File: config.mk
export PLATFORM = sky130hd
export DESIGN_NAME = muldiv_unit
export DESIGN_NICKNAME = d
export VERILOG_FILES = /design/src/rtl/cpu_types_pkg.sv /design/src/rtl/muldiv_signfix.sv /design/src/rtl/muldiv_unit.sv
export SDC_FILE = /design/constraint.sdc
export NUM_CORES = 1
export LEC_CHECK = 0
export CAP_MARGIN = 0
export CORE_AREA = 10 10 173 175
export DETAILED_ROUTE_END_ITERATION = 10
export DIE_AREA = 0 0 183 185
export PLACE_DENSITY = 0.82
export SLEW_MARGIN = 20
export SYNTH_ARGS = -nofsm -noshare
export SYNTH_HDL_FRONTEND = slang
export SYNTH_SLANG_ARGS = --single-unit
File: constraint.sdc
create_clock -name CLK -period 8.4 [get_ports CLK]
set_input_delay 2.1 -clock CLK [delete_from_list [all_inputs] [get_ports CLK]]
set_output_delay 2.1 -clock CLK [all_outputs]
set_load 0.02 [all_outputs]
File: src/rtl/cpu_types_pkg.sv
// Shared CPU types: machine word plus the multiply/divide unit's
// operation codes and sequencer states.
package cpu_types_pkg;

  typedef logic [31:0] word_t;

  typedef enum logic [1:0] {
    MULTU = 2'd0,
    MULT  = 2'd1,
    DIVU  = 2'd2,
    DIV   = 2'd3
  } muldiv_op_t;

  typedef enum logic [1:0] {
    IDLE = 2'd0,
    CALC = 2'd1,
    FIX  = 2'd2,
    DONE = 2'd3
  } muldiv_state_t;

endpackage

File: src/rtl/muldiv_signfix.sv
// Operand magnitudes at accept, and sign correction of the raw
// unsigned product / quotient / remainder at the end.
module muldiv_signfix #(
  parameter int WIDTH = 32
) (
  input  logic               signed_op,
  input  logic [WIDTH-1:0]   a_i,
  input  logic [WIDTH-1:0]   b_i,
  output logic [WIDTH-1:0]   abs_a,
  output logic [WIDTH-1:0]   abs_b,
  output logic               neg_a,
  output logic               neg_b,
  input  logic               is_div,
  input  logic               sa,
  input  logic               sb,
  input  logic [2*WIDTH-1:0] acc,
  output logic [WIDTH-1:0]   res_hi,
  output logic [WIDTH-1:0]   res_lo
);

  logic [2*WIDTH-1:0] prod;
  logic [WIDTH-1:0]   quo;
  logic [WIDTH-1:0]   rem;
  logic [WIDTH-1:0]   quo_raw;
  logic [WIDTH-1:0]   rem_raw;

  always_comb begin
    neg_a = signed_op & a_i[WIDTH-1];
    neg_b = signed_op & b_i[WIDTH-1];
    abs_a = neg_a ? -a_i : a_i;
    abs_b = neg_b ? -b_i : b_i;

    quo_raw = acc[WIDTH-1:0];
    rem_raw = acc[2*WIDTH-1:WIDTH];
    prod    = (sa ^ sb) ? -acc : acc;
    quo     = (sa ^ sb) ? -quo_raw : quo_raw;
    // remainder follows the dividend's sign
    rem     = sa ? -rem_raw : rem_raw;

    res_hi = is_div ? rem : prod[2*WIDTH-1:WIDTH];
    res_lo = is_div ? quo : prod[WIDTH-1:0];
  end

endmodule

File: src/rtl/muldiv_unit.sv
// Iterative radix-2 multiply/divide unit: shift-add multiply, restoring
// divide, one bit per cycle, results held in HI/LO.
module muldiv_unit
  import cpu_types_pkg::*;
#(
  parameter int WIDTH = 32
) (
  input  logic             CLK,
  input  logic             RST,
  input  logic             start,
  input  muldiv_op_t       op,
  input  logic [WIDTH-1:0] portA,
  input  logic [WIDTH-1:0] portB,
  input  logic             abort,
  output logic             busy,
  output logic             done,
  output logic [WIDTH-1:0] hi,
  output logic [WIDTH-1:0] lo,
  output logic             zeroFlag,
  output logic             negativeFlag,
  output logic             divZeroFlag
);

  localparam int CW = $clog2(WIDTH);

  muldiv_state_t      state_q, state_d;
  logic [CW-1:0]      cnt_q, cnt_d;
  logic [2*WIDTH-1:0] acc_q, acc_d;
  logic [WIDTH-1:0]   m_q, m_d;
  logic               div_q, div_d;
  logic               sa_q, sa_d;
  logic               sb_q, sb_d;
  logic [WIDTH-1:0]   hi_q, hi_d;
  logic [WIDTH-1:0]   lo_q, lo_d;
  logic               zf_q, zf_d;
  logic               nf_q, nf_d;
  logic               dz_q, dz_d;

  logic [WIDTH-1:0]   abs_a, abs_b;
  logic               neg_a, neg_b;
  logic [WIDTH-1:0]   fix_hi, fix_lo;

  logic [WIDTH:0]     mul_sum;
  logic [2*WIDTH-1:0] mul_next;
  logic [WIDTH:0]     rem_s;
  logic [WIDTH:0]     diff;
  logic [2*WIDTH-1:0] div_next;
  logic               accept;

  muldiv_signfix #(
    .WIDTH(WIDTH)
  ) u_signfix (
    .signed_op (op[0]),
    .a_i       (portA),
    .b_i       (portB),
    .abs_a     (abs_a),
    .abs_b     (abs_b),
    .neg_a     (neg_a),
    .neg_b     (neg_b),
    .is_div    (div_q),
    .sa        (sa_q),
    .sb        (sb_q),
    .acc       (acc_q),
    .res_hi    (fix_hi),
    .res_lo    (fix_lo)
  );

  always_comb begin
    mul_sum  = {1'b0, acc_q[2*WIDTH-1:WIDTH]}
             + (acc_q[0] ? {1'b0, m_q} : '0);
    mul_next = {mul_sum, acc_q[WIDTH-1:1]};

    // trial subtract on the remainder shifted left by one dividend bit
    rem_s    = {acc_q[2*WIDTH-1:WIDTH], acc_q[WIDTH-1]};
    diff     = rem_s - {1'b0, m_q};
    div_next = diff[WIDTH]
             ? {rem_s[WIDTH-1:0], acc_q[WIDTH-2:0], 1'b0}
             : {diff[WIDTH-1:0], acc_q[WIDTH-2:0], 1'b1};
  end

  always_comb begin
    state_d = state_q;
    cnt_d   = cnt_q;
    acc_d   = acc_q;
    m_d     = m_q;
    div_d   = div_q;
    sa_d    = sa_q;
    sb_d    = sb_q;
    hi_d    = hi_q;
    lo_d    = lo_q;
    zf_d    = zf_q;
    nf_d    = nf_q;
    dz_d    = dz_q;
    accept  = start & ~abort;

    unique case (state_q)
      IDLE, DONE: begin
        state_d = IDLE;
        if (accept) begin
          div_d = op[1];
          sa_d  = neg_a;
          sb_d  = neg_b;
          cnt_d = CW'(WIDTH - 1);
          m_d   = op[1] ? abs_b : abs_a;
          acc_d = {{WIDTH{1'b0}}, (op[1] ? abs_a : abs_b)};
          if (op[1] && (portB == '0)) begin
            hi_d    = portA;
            lo_d    = '1;
            zf_d    = 1'b0;
            nf_d    = 1'b1;
            dz_d    = 1'b1;
            state_d = DONE;
          end else begin
            state_d = CALC;
          end
        end
      end
      CALC: begin
        if (abort) begin
          state_d = IDLE;
        end else begin
          acc_d = div_q ? div_next : mul_next;
          cnt_d = cnt_q - CW'(1);
          if (cnt_q == '0) state_d = FIX;
        end
      end
      FIX: begin
        if (abort) begin
          state_d = IDLE;
        end else begin
          hi_d    = fix_hi;
          lo_d    = fix_lo;
          zf_d    = div_q ? (fix_lo == '0)
                          : ({fix_hi, fix_lo} == '0);
          nf_d    = div_q ? fix_lo[WIDTH-1] : fix_hi[WIDTH-1];
          dz_d    = 1'b0;
          state_d = DONE;
        end
      end
      default: state_d = IDLE;
    endcase
  end

  always_ff @(posedge CLK or posedge RST) begin
    if (RST) begin
      state_q <= IDLE;
      cnt_q   <= '0;
      acc_q   <= '0;
      m_q     <= '0;
      div_q   <= 1'b0;
      sa_q    <= 1'b0;
      sb_q    <= 1'b0;
      hi_q    <= '0;
      lo_q    <= '0;
      zf_q    <= 1'b0;
      nf_q    <= 1'b0;
      dz_q    <= 1'b0;
    end else begin
      state_q <= state_d;
      cnt_q   <= cnt_d;
      acc_q   <= acc_d;
      m_q     <= m_d;
      div_q   <= div_d;
      sa_q    <= sa_d;
      sb_q    <= sb_d;
      hi_q    <= hi_d;
      lo_q    <= lo_d;
      zf_q    <= zf_d;
      nf_q    <= nf_d;
      dz_q    <= dz_d;
    end
  end

  assign busy         = (state_q == CALC) || (state_q == FIX);
  assign done         = (state_q == DONE);
  assign hi           = hi_q;
  assign lo           = lo_q;
  assign zeroFlag     = zf_q;
  assign negativeFlag = nf_q;
  assign divZeroFlag  = dz_q;

endmodule

; Word level (Yosys, flattened, before mapping)
; Cells that the tools add are included.
[classes]
reduce_logical = 13
n_mux = 44
add_sub_neg = 8
n_bitwise = 5
n_eq_ne = 8
[op_table]
columns = op, n
row1 = 32-bit 2-to-1 mux, 15
row2 = 64-bit 2-to-1 mux, 5
row3 = 32-bit negation, 4
row4 = 32-bit case mux with 2 select lines, 2
row5 = 64-bit case mux with 2 select lines, 1
row6 = 32-bit logical NOT, 2
row7 = 64-bit logical NOT, 1
row8 = 64-bit negation, 1
row9 = 32-bit by 32-bit adder with 33-bit output, 1
row10 = 33-bit by 32-bit subtractor with 33-bit output, 1
row11 = 2-bit 2-to-1 mux, 5
row12 = 5-bit 2-to-1 mux, 2
row13 = 5-bit case mux with 2 select lines, 1
row14 = 1-bit 2-to-1 mux, 9
row15 = "2-bit inequality test, second input constant", 4
row16 = 1-bit case mux with 2 select lines, 3
row17 = 2-bit case mux with 3 select lines, 1
row18 = 5-bit logical NOT, 1
row19 = "5-bit by 1-bit subtractor with 5-bit output, second input constant", 1
row20 = "2-bit == test, second input constant", 2
row21 = 4-bit AND reduction, 1
row22 = 2-bit nonzero test, 2
row23 = 1-bit AND, 3
row24 = "3-bit inequality test, second input constant", 1
row25 = 9 further kinds, 9
[totals]
inputBits = 70
register_bits = 173
word_cells = 90
out_inout_bits = 69

; Longest topological paths before layout
; Gate-level depths: netlist of run 1.
[logic_depth]
ltp_word = 7
depth_mapped = 16
ltp_nobuf = 13

; Cells and area by module
; Synthesis of run 1 repeated with hierarchy kept, for this count alone.
[unflattened]
hier_cells = 1957
area_unflattened_um2 = 15690.0
[modules_own_cells]
columns = mod, area_each_um2, seq_area_each_um2, n_inst, cells_per_inst
row1 = muldiv_unit, 12374.4, 4329.2, 1, 1436
row2 = muldiv_signfix, 3315.7, 0.0, 1, 521

; Least setup slack after synthesis of run 1
; OpenSTA, ideal clock, no wires.
[synth_timing]
kind = input-to-reg
start = input portB[7]
end = register hi_q[20] (netlist: hi[20])
required_ns = 8.275
path_stages = 8
t_arrival_ns = 4.597
setup_time_ns = 0.125
n_path_buf = 1
slack_ns = 3.679
path_cell_list = or4_1 -> or4_1 -> nor4_1 -> nand3_1 -> nor4_2 -> a21o_1 -> buf_2 -> mux2_2
[synth_via]
elab_chain_len = 4
[synth_rtl]
columns = element, line_no
row1 = start: declaration, muldiv_unit.sv:13  ; input logic [WIDTH-1:0] portB,
row2 = 32-bit logical NOT, muldiv_unit.sv:106  ; if (op[1] && (portB == '0)) begin
row3 = 1-bit logical AND, muldiv_unit.sv:106
row4 = 2-bit inequality test (no source line), --
row5 = 4-bit AND reduction (no source line), --
row6 = end signal: assignment, muldiv_unit.sv:166  ; hi_q <= hi_d;
row7 = end: declaration, muldiv_unit.sv:33  ; logic [WIDTH-1:0] hi_q, hi_d;
; No other way between the ends.
; A chain may end at the register's enable or synchronous reset.

; Worst setup path in the final report of run 1
[layout_timing]
start = input portB[5]
end = register lo_q[17] (netlist: lo[17])
[layout_via]
elab_chain_len = 4
[layout_rtl]
columns = element, line_no
row1 = 32-bit logical NOT, muldiv_unit.sv:106
row2 = 1-bit logical AND, muldiv_unit.sv:106
row3 = 2-bit inequality test (no source line), --
row4 = 4-bit AND reduction (no source line), --
row5 = end signal: assignment, muldiv_unit.sv:167  ; lo_q <= lo_d;
row6 = end: declaration, muldiv_unit.sv:34  ; logic [WIDTH-1:0] lo_q, lo_d;
; No other way between the ends.

==> insert_results.sql, run 1 <==
INSERT INTO impl_metrics (metric_group, metric, value, unit) VALUES
('route', 'detail_route.first_pass.iterations', '5', ''),
('worst_setup_path', 'crit_type', 'input port to register', ''),
('cells_and_area', 'layout.area.seq', '4330', 'um2'),
('sta', 'hold_viol', '0', ''),
('logic_synthesis', 'syn_nets', '2186', ''),
('power', 'p_int', '0.003547', 'W'),
('power', 'power_frac_comb', '0.651', ''),
('route', 'drt.antenna.violating_nets', '0', ''),
('run', 'cap_violations', '0', ''),
('sta', 'post-route-min-period', '6.337', 'ns'),
('sta', 'timing.slew.headroom', '0.2653', ''),
('place', 'place.gp.congestion', '1.036', ''),
('cells_and_area', 'most_common_cell_after_layout_fill_and_taps_aside', 'sky130_fd_sc_hd__nor2_1', ''),
('place', 'standard_cell_area_after_detailed_placement', '17100', 'um2'),
('clock_network', 'clk_transition_reported_paths', '0.08', 'ns'),
('global_routing', 'global_route.usage.total', '0.3228', ''),
('clock_network', 'cts_made_buffers', '17', ''),
('global_routing', 'grt_overflow_total', '0', ''),
('cells_and_area', 'fin_nets', '2217', ''),
('route', 'drt-initial-drc-count', '2019', ''),
('power', 'share_seq_of_total_power', '0.237', ''),
('route', 'drt_drc_violations_left', '0', ''),
('floorplan', 'io-pin-count', '139', ''),
('clock_network', 'postCtsSetupBuffers', '0', ''),
('global_routing', 'use_met2', '0.4618', ''),
('worst_setup_path', 'worst-endpoint-required', '8.77', 'ns'),
('floorplan', 'die_y', '185', 'um'),
('sta', 'rsz0062_at_grt', 'false', ''),
('place', 'placement.io_buffers', '138', ''),
('worst_setup_path', 'cp_slowest_stage_delay', '0.86', 'ns'),
('worst_setup_path', 'crit_slowest_cell', 'sky130_fd_sc_hd__nor4_2', ''),
('logic_synthesis', 'synth_cell_type_count', '79', ''),
('cells_and_area', 'layout-area-overhead-vs-synth', '13.10', '%'),
('sta', 'fin_setup_tns', '0', 'ns'),
('worst_setup_path', 'crit_path_end_kind', 'register', ''),
('global_routing', 'global_route.usage.met1', '0.4528', ''),
('cells_and_area', 'multiInputGateArea', '10550', 'um2'),
('global_routing', 'grtUsageMet3', '0.08346', ''),
('cells_and_area', 'layout-drive-gt1-share', '0.06091', ''),
('sta', 'finalMaxSlewViolations', '0', ''),
('global_routing', 'grt_antenna_before_repair', '1', ''),
('floorplan', 'dieArea', '33860', 'um2'),
('logic_synthesis', 'synth-seq-area-share', '0.2759', ''),
('logic_synthesis', 'ffs_latches_synth', '173', ''),
('clock_network', 'clock_tree.buffer_depth', '2', ''),
('sta', 'fmax', '157.8', 'MHz'),
('status', 'result_of_the_run', 'finished, final reports clean', ''),
('worst_setup_path', 'cp_common_cell', 'sky130_fd_sc_hd__or4_1', ''),
('sta', 'worst_clk_skew', '0.01872', 'ns'),
('power', 'power_switching_share', '0.5239', ''),
('clock_network', 'htree_levels', '4', ''),
('clock_network', 'post_cts_hold_buffer_count', '0', ''),
('sta', 'setup_viols_final', '0', ''),
('floorplan', 'die-width', '183', 'um'),
('global_routing', 'first_global_vias', '14893', ''),
('route', 'avgViaCountPerCell', '6.697', ''),
('global_routing', 'grt_max_degree', '110', ''),
('floorplan', 'floorplan.core_area', '26580', 'um2'),
('place', 'dp_hpwl', '43390', 'um'),
('power', 'static-leakage-power', '7.367', 'nW'),
('logic_synthesis', 'dominantRegCellSynth', 'sky130_fd_sc_hd__dfrtp_1', ''),
('power', 'switchingPower', '0.003904', 'W'),
('clock_network', 'tritoncts', 'done', ''),
('route', 'detail_route.wl_per_cell', '23.11', 'um'),
('logic_synthesis', 'number_of_standard_cells_after_synthesis', '2041', ''),
('sta', 'finalCritPeriodShare', '0.7545', ''),
('power', 'p_per_area', '419.9', 'nW/um2'),
('logic_synthesis', 'synth_warnings', '0', ''),
('power', 'max-vdd-ir-drop', '225.1', 'uV'),
('cells_and_area', 'num-fill-cells', '2323', ''),
('clock_network', 'clock_insertion_delay_worst_skew', '0.45', 'ns');
-- state kept, by name (all words and copies together) (netlist names) --
signal	count
div_q	1
zeroFlag	1
negativeFlag	1
sb_q	1
state_q	2
m_q	32
cnt_q	5
hi	32
lo	32
acc_q	64
sa_q	1
divZeroFlag	1
-- critical path: cells and delay by family --
family | cells | cell delay (ns)
buffers and inverters | 2 | 0.92
AND/OR/NAND/NOR | 6 | 2.65
AO/OA/AOI/OAI | 2 | 0.99
-- final timing paths --
path | from | end | slack, ns | depth (start not counted)
worst max-delay path | portB[5] | lo[17] | 2.06 | 10
worst min-delay path | hi[10] | hi[10] | 0.47 | 2
worst max register to register | acc_q[31] | acc_q[36] | 3.81 | 14
worst min register to register | hi[10] | hi[10] | 0.47 | 2
max in group asynchronous | RST | div_q | 5.09 | 3
min in group asynchronous | RST | cnt_q[1] | 1.98 | 2
-- cells by family after synthesis --
logic type      share of synthesized area
simple gates                       0.2062
compound gates                     0.2565
buf+inv                           0.05463
xor+xnor                          0.09880
flops                              0.2759
fa+ha+maj                         0.06077
mux                               0.04713
-- layer usage --
layer / routed length [um] / share of wire
met1: 24190 / 0.43
met2: 23070 / 0.41
met3: 6727 / 0.12
met4: 2080 / 0.037
met5: 0 / 0
-- synth_stat cells (all sizes together) (30+ instances only) --
cell / number / area share
xnor2: 101 / 0.056
nor4: 37 / 0.017
dfrtp: 173 / 0.28
nand3: 35 / 0.011
mux2: 31 / 0.022
xor2: 76 / 0.042
mux2i: 39 / 0.025
a21oi: 208 / 0.066
inv: 74 / 0.018
nor2: 229 / 0.055
a211oi: 33 / 0.016
clkbuf: 115 / 0.028
buf: 30 / 0.0094
ha: 73 / 0.058
o21ai: 155 / 0.049
nand2: 195 / 0.047
a31oi: 57 / 0.024
nor3: 36 / 0.011
-- cell type report --
cell class / instances / area share
inverters: 74 / 0.01593
multi-input cells: 1649 / 0.5944
repair buffers: 157 / 0.08686
clock buffers: 18 / 0.02475
clock inverters: 14 / 0.01001
flip-flops and latches: 173 / 0.2440
well taps: 341 / 0.02404
-- power groups by stage --
stage               clock network, W  registers [W]  logic [W]
floorplan                          0        0.00162    0.00334
global placement                   0        0.00174    0.00464
detailed placement                 0        0.00175    0.00472
CTS                         0.000833        0.00173    0.00474
global route                0.000868        0.00180    0.00526
finish                      0.000836        0.00176    0.00485
-- through the flow --
step | instances | power, W | setup WS [ns] | hold WS, ns
2_1_floorplan | 2041 | 0.004966 | 1.612 | 0.4498
3_3_place_gp | 2393 | 0.006377 | 1.871 | 0.4547
3_5_place_dp | 2393 | 0.006471 | 1.748 | 0.4542
4_1_cts | 2425 | 0.007304 | 2.209 | 0.4716
5_1_grt | 2426 | 0.007928 | 1.806 | 0.4943
6_report | 2426 | 0.007451 | 2.063 | 0.4717
(Power assumes the default switching activity.)
==> run 2: changes to the inputs <==
--- a/config.mk
+++ b/config.mk
@@ -6,10 +6,10 @@
 export NUM_CORES = 1
 export LEC_CHECK = 0
 export CAP_MARGIN = 0
-export CORE_AREA = 10 10 173 175
+export CORE_AREA = 10 10 182 184
 export DETAILED_ROUTE_END_ITERATION = 10
-export DIE_AREA = 0 0 183 185
-export PLACE_DENSITY = 0.82
+export DIE_AREA = 0 0 192 194
+export PLACE_DENSITY = 0.78
 export SLEW_MARGIN = 20
 export SYNTH_ARGS = -nofsm -noshare
 export SYNTH_HDL_FRONTEND = slang
==> constraint.sdc (replaced) <==
create_clock -name CLK -period 5.37 [get_ports CLK]
set_input_delay 1.3425 -clock CLK [delete_from_list [all_inputs] [get_ports CLK]]
set_output_delay 1.3425 -clock CLK [all_outputs]
set_load 0.02 [all_outputs]
==> insert_results.sql, run 2 (synthesis results as in run 1) <==
INSERT INTO impl_metrics (metric_group, metric, value, unit) VALUES
('sta', 'worst_clk_skew', '0.02196', 'ns'),
('power', 'p_per_area', '652.4', 'nW/um2'),
('clock_network', 'cts-root-buf', 'sky130_fd_sc_hd__clkbuf_16', ''),
('clock_network', 'cts.sink_count', '173', ''),
('run', 'cap_violations', '0', ''),
('floorplan', 'dieArea', '37250', 'um2'),
('place', 'dp_hpwl', '44310', 'um'),
('worst_setup_path', 'crit_slowest_cell', 'sky130_fd_sc_hd__or4_1', ''),
('floorplan', 'io-pin-count', '139', ''),
('clock_network', 'tritoncts', 'done', ''),
('cells_and_area', 'antennaDiodeCount', '0', ''),
('cells_and_area', 'layout-area-overhead-vs-synth', '13.62', '%'),
('route', 'drt_drc_violations_left', '0', ''),
('hold_path', 'class_of_the_worst_hold_path', 'register to register', ''),
('floorplan', 'floorplan.core_area', '29400', 'um2'),
('sta', 'fmax', '222.8', 'MHz'),
('place', 'placement.io_buffers', '138', ''),
('cells_and_area', 'layout-drive-gt1-share', '0.06268', ''),
('status', 'result_of_the_run', 'finished, final reports clean', ''),
('worst_setup_path', 'startpoint_type_of_the_worst_setup_path', 'input port', ''),
('cells_and_area', 'layout.cells.most_common_list', 'sky130_fd_sc_hd__nor2_1, sky130_fd_sc_hd__a21oi_1, sky130_fd_sc_hd__nand2_1', ''),
('worst_setup_path', 'crit_fanout', '33', ''),
('power', 'total_power', '0.01163', 'W'),
('global_routing', 'grt_overflow_total', '0', ''),
('route', 'avgViaCountPerCell', '6.487', ''),
('global_routing', 'grt_antenna_before_repair', '0', ''),
('clock_network', 'post_cts_hold_buffer_count', '0', ''),
('sta', 'timing.slew.headroom', '0.2975', ''),
('route', 'detail_route.wl_per_cell', '22.79', 'um'),
('cells_and_area', 'most_common_cell_after_layout_fill_and_taps_aside', 'sky130_fd_sc_hd__nor2_1', ''),
('sta', 'setup_viols_final', '0', ''),
('sta', 'finalCritPeriodShare', '0.8357', ''),
('route', 'drt-initial-drc-count', '2082', ''),
('clock_network', 'htree_levels', '4', ''),
('floorplan', 'die_y', '194', 'um'),
('sta', 'fin_setup_tns', '0', 'ns'),
('floorplan', 'die-width', '192', 'um'),
('worst_setup_path', 'worstPathArrival', '4.85', 'ns'),
('sta', 'rsz0062_at_grt', 'false', ''),
('worst_setup_path', 'r2r.worst_path.cells', '13', ''),
('sta', 'max_slew.worst_pin.slew', '1.051', 'ns'),
('cells_and_area', 'largest_reg_flops', '64', ''),
('route', 'num_vias', '16087', ''),
('clock_network', 'clock_insertion_delay_worst_skew', '0.45', 'ns'),
('global_routing', 'grt_max_degree', '174', ''),
('sta', 'post-route-min-period', '4.488', 'ns'),
('sta', 'finalMaxSlewViolations', '0', ''),
('global_routing', 'global_route.usage.total', '0.2922', ''),
('clock_network', 'postCtsResizedCells', '0', ''),
('power', 'max-vdd-ir-drop', '327.3', 'uV'),
('cells_and_area', 'most_flop_heavy_register', 'acc_q', ''),
('worst_setup_path', 'cp_slowest_stage_delay', '0.58', 'ns'),
('hold_path', 'hold_critical_path_depth', '2', ''),
('clock_network', 'postCtsSetupBuffers', '0', ''),
('clock_network', 'clock_tree.buffer_depth', '2', ''),
('worst_setup_path', 'crit_type', 'input port to register', ''),
('place', 'place.gp.congestion', '0.9956', ''),
('floorplan', 'core.rowCount', '63', ''),
('route', 'detail_route.first_pass.iterations', '5', ''),
('worst_setup_path', 'path_cells', 'clkdlybuf4s50_1 -> or4_1 -> or4_1 -> nor4_1 -> nand3_1 -> nor4_2 -> buf_4 -> a21o_2 -> buf_4 -> nor2_1 -> a31oi_1', ''),
('global_routing', 'first_pass_grt_wire_length', '85950', 'um'),
('worst_setup_path', 'worst-endpoint-required', '5.73', 'ns'),
('cells_and_area', 'fin_nets', '2222', ''),
('worst_setup_path', 'crit_path_end_kind', 'register', ''),
('route', 'drt.antenna.violating_nets', '0', ''),
('global_routing', 'first_global_vias', '14437', ''),
('power', 'static-leakage-power', '7.362', 'nW'),
('clock_network', 'cts_made_buffers', '17', ''),
('sta', 'hold_viol', '0', ''),
('route', 'route.final.wire_length', '56520', 'um'),
('cells_and_area', 'num-fill-cells', '2669', ''),
('sta', 'setup_ws', '0.8823', 'ns'),
('clock_network', 'clk_transition_reported_paths', '0.07', 'ns'),
('floorplan', 'initial_standard_cell_utilization_of_the_core', '0.5336', ''),
('place', 'preCtsSetupSlack', '0.4575', 'ns');
-- run 2: layer usage --
metal	global-route usage	routed length, um	vias up
met3	0.05755	6138	100
met5	0	0	-
met4	0.1073	1951	0
met2	0.4004	22780	907
met1	0.4387	25650	7631
li1	-	-	7449
-- run 2: stage by stage --
step / std cells / utilization / cell area (um2) / hold WS, ns
after floorplan: 2041 / - / 15690 / 0.4498
final: 2480 / 0.6063 / 17830 / 0.4741
after detailed placement: 2448 / 0.5869 / 17260 / 0.4605
after CTS: 2480 / 0.6063 / 17830 / 0.4763
after global placement: 2448 / 0.5869 / 17260 / 0.4527
after global routing: 2480 / 0.6063 / 17830 / 0.5034
-- run 2: path summary, 6_finish.rpt --
| path | endpoint | startpoint | slack [ns] |
|---|---|---|---|
| min | hi[23] | hi[23] | 0.47 |
| max in group asynchronous | div_q | RST | 3.08 |
| max reg2reg | acc_q[61] | acc_q[0] | 1.23 |
| min reg2reg | hi[23] | hi[23] | 0.47 |
| max | lo[21] | portB[5] | 0.88 |
| min in group asynchronous | cnt_q[2] | RST | 1.52 |
-- run 2: cell type report --
type | count | area (um2) | share of cell area
clock buffers | 19 | 442.9 | 0.02485
clock inverters | 13 | 127.6 | 0.007159
inverters | 74 | 281.5 | 0.01579
multi-input cells | 1649 | 10550 | 0.5917
flip-flops and latches | 173 | 4330 | 0.2429
well taps | 390 | 488.0 | 0.02737
repair buffers | 162 | 1609 | 0.09026
-- run 2: worst max-delay path, delay by kind of cell --
family | cells | cell delay, ns
and+or+nand+nor | 6 | 2.05
AOI/OAI and AO/OA | 2 | 0.40
buffers and inverters | 3 | 1.04
-- run 2: power by group --
part	internal, W	switching (W)	leakage, nW	total [W]
clock network	0.000627	0.000611	0.264	0.00124
logic	0.00308	0.00455	4.95	0.00763
registers	0.00186	0.000904	2.14	0.00276
total	0.00556	0.00607	7.36	0.0116
